`config.mk`:
```
export PLATFORM = sky130hd
export DESIGN_NAME = membus_split_master
export DESIGN_NICKNAME = d
export VERILOG_FILES = /design/src/rtl/membus_pkg.sv /design/src/rtl/membus_timeout.sv /design/src/rtl/membus_split_master.sv
export SDC_FILE = /design/constraint.sdc
export NUM_CORES = 1
export LEC_CHECK = 0
export CAP_MARGIN = 30
export CORE_ASPECT_RATIO = 1.2
export CORE_MARGIN = 1
export CORE_UTILIZATION = 50
export CTS_CLUSTER_SIZE = 40
export DETAILED_ROUTE_END_ITERATION = 10
export PLACE_DENSITY = 0.8
export SLEW_MARGIN = 20
export SYNTH_ARGS = -nofsm -noshare
export SYNTH_HDL_FRONTEND = slang
export SYNTH_SLANG_ARGS = --single-unit
```
`constraint.sdc`:
```
create_clock -name clk -period 5.3 [get_ports clk]
set_input_delay 1.325 -clock clk [delete_from_list [all_inputs] [get_ports clk]]
set_output_delay 1.325 -clock clk [all_outputs]
set_load 0.05 [all_outputs]
```
`src/rtl/membus_pkg.sv`:
```
// Shared types and constants for the 16-bit memory-style bus master.
package membus_pkg;
  localparam int MEMBUS_ADDR_W = 19;
  localparam int MEMBUS_DATA_W = 16;
  // Slaves store multi-word registers with the high half at the lower address.
  localparam bit HI_WORD_FIRST = 1'b1;

  typedef enum logic [1:0] {IDLE, ISSUE, WAIT, RESP} state_t;

  typedef struct packed {
    logic [2*MEMBUS_DATA_W-1:0] rdata;
    logic                       err;
  } rsp_t;
endpackage

```
`src/rtl/membus_timeout.sv`:
```
// Per-access done supervisor: clearable counter flagging TIMEOUT elapsed WAIT cycles.
module membus_timeout
  import membus_pkg::*;
#(
  parameter int TIMEOUT = 255
) (
  input  logic clk,
  input  logic rst_n,
  input  logic clr,
  input  logic en,
  output logic tc
);
  localparam int CNT_W = 10;

  logic [CNT_W-1:0] cnt;

  always_ff @(posedge clk) begin
    if (!rst_n || clr) begin
      cnt <= '0;
    end else if (en && !tc) begin
      cnt <= cnt + CNT_W'(1);
    end
  end

  // tc is high during the last permitted WAIT cycle.
  assign tc = (cnt == CNT_W'(TIMEOUT - 1));
endmodule

```
`src/rtl/membus_split_master.sv`:
```
// Valid/ready request port to 16-bit RdMem/WrMem bus; wide requests split into two word accesses.
module membus_split_master
  import membus_pkg::*;
#(
  parameter int ADDR_W  = MEMBUS_ADDR_W,
  parameter int TIMEOUT = 255
) (
  input  logic              clk,
  input  logic              rst_n,
  input  logic              req_valid,
  output logic              req_ready,
  input  logic              req_we,
  input  logic              req_wide,
  input  logic [ADDR_W-1:0] req_addr,
  input  logic [31:0]       req_wdata,
  output logic              rsp_valid,
  output logic [31:0]       rsp_rdata,
  output logic              rsp_err,
  output logic [ADDR_W-1:0] mem_addr,
  output logic [15:0]       mem_wdata,
  output logic              mem_rd,
  output logic              mem_wr,
  input  logic [15:0]       mem_rdata,
  input  logic              mem_rd_done,
  input  logic              mem_wr_done
);
  localparam int DW = MEMBUS_DATA_W;

  state_t          state;
  logic            we_q;
  logic            wide_q;
  logic            second_q;
  logic [2*DW-1:0] wdata_q;
  logic [2*DW-1:0] rdata_q;
  logic [2*DW-1:0] rdata_nxt;
  rsp_t            rsp_q;
  logic            match;
  logic            hi_slot;
  logic            tmo;
  logic            tmo_clr;
  logic            tmo_en;

  function automatic logic [DW-1:0] word_sel(input logic [2*DW-1:0] d, input logic hi);
    return hi ? d[2*DW-1:DW] : d[DW-1:0];
  endfunction

  // Only the ack matching the current operation completes an access.
  assign match   = we_q ? mem_wr_done : mem_rd_done;
  assign hi_slot = wide_q && (second_q != HI_WORD_FIRST);
  assign tmo_clr = (state == ISSUE);
  assign tmo_en  = (state == WAIT) && !match;

  always_comb begin
    rdata_nxt = rdata_q;
    if (hi_slot) rdata_nxt[2*DW-1:DW] = mem_rdata;
    else         rdata_nxt[DW-1:0]    = mem_rdata;
  end

  membus_timeout #(.TIMEOUT(TIMEOUT)) u_timeout (
    .clk   (clk),
    .rst_n (rst_n),
    .clr   (tmo_clr),
    .en    (tmo_en),
    .tc    (tmo)
  );

  always_ff @(posedge clk) begin
    if (!rst_n) begin
      state     <= IDLE;
      req_ready <= 1'b1;
      rsp_valid <= 1'b0;
      rsp_q     <= '0;
      mem_addr  <= '0;
      mem_wdata <= '0;
      mem_rd    <= 1'b0;
      mem_wr    <= 1'b0;
      we_q      <= 1'b0;
      wide_q    <= 1'b0;
      second_q  <= 1'b0;
    end else begin
      unique case (state)
        IDLE: if (req_valid) begin
          we_q      <= req_we;
          wide_q    <= req_wide;
          second_q  <= 1'b0;
          wdata_q   <= req_wdata;
          rdata_q   <= '0;
          mem_addr  <= req_addr;
          mem_wdata <= word_sel(req_wdata, req_wide && HI_WORD_FIRST);
          mem_rd    <= !req_we;
          mem_wr    <= req_we;
          req_ready <= 1'b0;
          state     <= ISSUE;
        end
        ISSUE: begin
          mem_rd <= 1'b0;
          mem_wr <= 1'b0;
          state  <= WAIT;
        end
        WAIT: begin
          if (match) begin
            if (!we_q) rdata_q <= rdata_nxt;
            if (wide_q && !second_q) begin
              second_q  <= 1'b1;
              mem_addr  <= mem_addr + ADDR_W'(1);
              mem_wdata <= word_sel(wdata_q, !HI_WORD_FIRST);
              mem_rd    <= !we_q;
              mem_wr    <= we_q;
              state     <= ISSUE;
            end else begin
              rsp_q     <= '{rdata: (we_q ? '0 : rdata_nxt), err: 1'b0};
              rsp_valid <= 1'b1;
              state     <= RESP;
            end
          end else if (tmo) begin
            // Abandon any remaining word; halves never received stay zero.
            rsp_q     <= '{rdata: rdata_q, err: 1'b1};
            rsp_valid <= 1'b1;
            state     <= RESP;
          end
        end
        RESP: begin
          rsp_valid <= 1'b0;
          rsp_q     <= '0;
          req_ready <= 1'b1;
          state     <= IDLE;
        end
        default: state <= IDLE;
      endcase
    end
  end

  assign rsp_rdata = rsp_q.rdata;
  assign rsp_err   = rsp_q.err;
endmodule

```
==> impl_results.md <==
* Hold-fix buffers at CTS at 0
* Pwr/cell area at 419 nW/um^2
* # Post-CTS Setup Buffers at 0
* Slowest CP cell: or4b_1
* HPWL Detailed at about 11000 um
* Largest net degree at the start of global routing at around 110
* Drt drc at 0
* Netlist area before placement at 6220 um^2
* CP Cell Sequence: clkdlybuf4s50_1, nor2b_1, a211oi_4, nand2_1, or4b_1, a41oi_1
* Number of global-route vias before repair at 5380
* Clock latency at the later pin of the worst-skew pair at between 0.4 and 0.5 ns
* CP Data Arrival Time at approximately 3.6 ns
* Site Rows at 44
* Layout cells sized above 1 at under 10%
* Via density at 5.66
* Outcome: complete, no violations
* Drt wl/cell at 16.6 um
* RSZ-0062 raised after global routing: no
* Setup tns final at 0 ns
* Period minus WS final at about 3.2 ns
* Pleak at 3.08 nW
* DRT Wirelength at 16100 um
* Final Non-Filler Cells at approximately 970
* Post-synthesis net count at approximately 740
* Clock Skew at 0.00968 ns
* Crit path largest cell delay at roughly 0.6 ns
* Sequential fraction of the synthesis area at between 50% and 60%
* Pre-antenna DRT Iters at 5
* Die X at a little over 100 um
* Max_slew headroom at 54.4%
* Max clock buf depth at 2
* First-pass GRT wire length at between 20000 and 30000 um
* GRT overflow at 0
* Mapped Avg Cell Area at between 9 and 10 um^2
* Reg clk slew, reported paths at around 0.06 ns
* Final Hold Vio Count at 0
* Initial Util at between 50% and 60%
* Syn. warnings at 0
* ANT nets after route at 0
* Root buf cell: clkbuf_16
* Port Buf Inserts at 145
* Crit Path Category: in2reg
* Yosys reg bits at 135
* Die H at 124 um
* CORE AREA at ~12000 um^2
* Finish-stage setup viols at 0
* Area of the die at about 13000 um^2
* CTS tree: built
* Smallest hold slack at about 0.44 ns
* Via count at between 5000 and 6000
* Filler cells at between 900 and 1000
* Dpl ws at 1.71 ns
* Nets at 875
* Maximum VDD drop at between 200 and 300 uV
* Max-Cap Viols at 0
* CP Launch Type: input pin
* Hold crit path type: reg2reg
* DRT iter0 DRCs at 360
* Cell variety after synth at 64
* Number of gates resized after CTS at 0
* Max Slew Vio Count at 0
* Worst setup EP type: flip-flop
* Async SR Flop Fraction at 0%
* GR Util All Layers at 25.4%
* Required time worst endpoint at roughly 5.6 ns
* Total I/O pin count at approximately 150
* Top FF cell, synth: dfxtp_1
* Fin util at a little over two thirds
* Fin crit share at about three fifths
* GPL Wtd Cong at approximately 0.8
* Post-route cell area at 8430 um^2
* Placed instance count at between 900 and 1000
* Setup slack after layout at about 2.1 ns
* Total power at roughly 3.5 mW
* Least-Margin Pin Slew at 0.682 ns
* Highest clock rate at approximately 310 MHz
* CTS H-tree lvls at 4
* Cts bufs inserted at 17
* Diodes inserted at 0
* DP Area at about 8000 um^2
* Post-synth EDFFs at 48
* Sink Count at about 140
* Crit path max fanout at 14
* Post-synthesis cell count at between 600 and 700
* Initial antenna violation count at 0
* Layout overhead on the synthesized area at 35.5%
-- final cells by class --
class                           instances  area (um^2)  share of cell area [%]
Sequential cell                       135         3180                    37.8
Multi-Input combinational cell        475         2830                    33.6
Timing Repair Buffer                  156         1570                    18.6
Clock buffer                           18          439                    5.21
Tap cell                              161          201                    2.39
Clock inverter                         14          171                    2.03
Inverter                                9         33.8                   0.401
-- where the power goes --
part	internal [mW]	total [mW]	leakage, nW	switching, mW
sequential	1.22	1.33	1.17	0.111
clock	0.754	1.21	0.289	0.457
combinational	0.345	0.986	1.63	0.640
-- worst max-delay path: cells and delay by family --
kind	cells	cell delay [ns]
AND/OR/NAND/NOR	3	1.17
buffers and inverters	1	0.57
AO/OA/AOI/OAI	2	0.46
-- final timing paths --
| kind | from | endpoint | slack (ns) | cells after the start |
|---|---|---|---|---|
| min | rsp_rdata[4] | rsp_rdata[4] | 0.44 | 2 |
| min reg2reg | rsp_rdata[4] | rsp_rdata[4] | 0.44 | 2 |
| max | req_valid | mem_addr[10] | 2.09 | 6 |
| max reg2reg | state[0] | mem_addr[10] | 2.40 | 8 |
-- registers in the layout, indices dropped and copies added (netlist names) --
register	count
state	2
mem_addr	19
we_q	1
second_q	1
rsp_rdata	32
mem_rd	1
mem_wr	1
wdata_q	16
req_ready	1
rsp_valid	1
u_timeout.cnt	10
rdata_q	32
wide_q	1
rsp_err	1
mem_wdata	16
-- cells in the final DEF (no fill, tap or decap), types with 6 or more instances in the layout --
cell type / count
edfxtp_1: 48
a22oi_1: 23
nor2_1: 31
a21boi_0: 32
a22o_1: 16
a21oi_1: 32
a211oi_1: 8
inv_1: 9
nand2_1: 170
dfxtp_1: 87
clkdlybuf4s50_1: 145
buf_4: 8
o21ai_0: 21
clkbuf_16: 17
nand4_1: 7
mux2i_1: 21
nand3_1: 19
ha_1: 6
xor2_1: 8
-- logic make-up (layout without fill, tap and decap cells) --
family / count (synthesis) / after routing / synth area share (%)
simple gates: 270 / 270 / 19.8
compound gates: 166 / 166 / 18.8
flops: 135 / 135 / 51.2
buf+inv: 51 / 197 / 3.86
mux: 22 / 22 / 3.56
xor+xnor: 10 / 10 / 1.41
fa+ha+maj: 7 / 7 / 1.41
-- Yosys cell counts, drive strengths merged (16+ instances only) --
master	number	share of area (%)
nand3	20	1.7
dfxtp	87	28
a21boi	32	3.9
a22o	16	2.3
a22oi	23	2.8
nor2	32	2.0
a21oi	33	2.7
mux2i	21	3.4
nand2	171	10
buf	22	2.1
clkbuf	20	1.2
o21ai	21	1.7
edfxtp	48	23
-- layer usage --
layer	vias to the layer above	global-route usage, %	share of wire [%]	routed length [um]
met5	-	0	0	0
met4	0	12.1	2.5	405
met3	37	6.07	6.9	1120
met2	232	45.2	51	8220
met1	2582	29.1	39	6330
li1	2627	-	-	-
(Power assumes the default switching activity.)
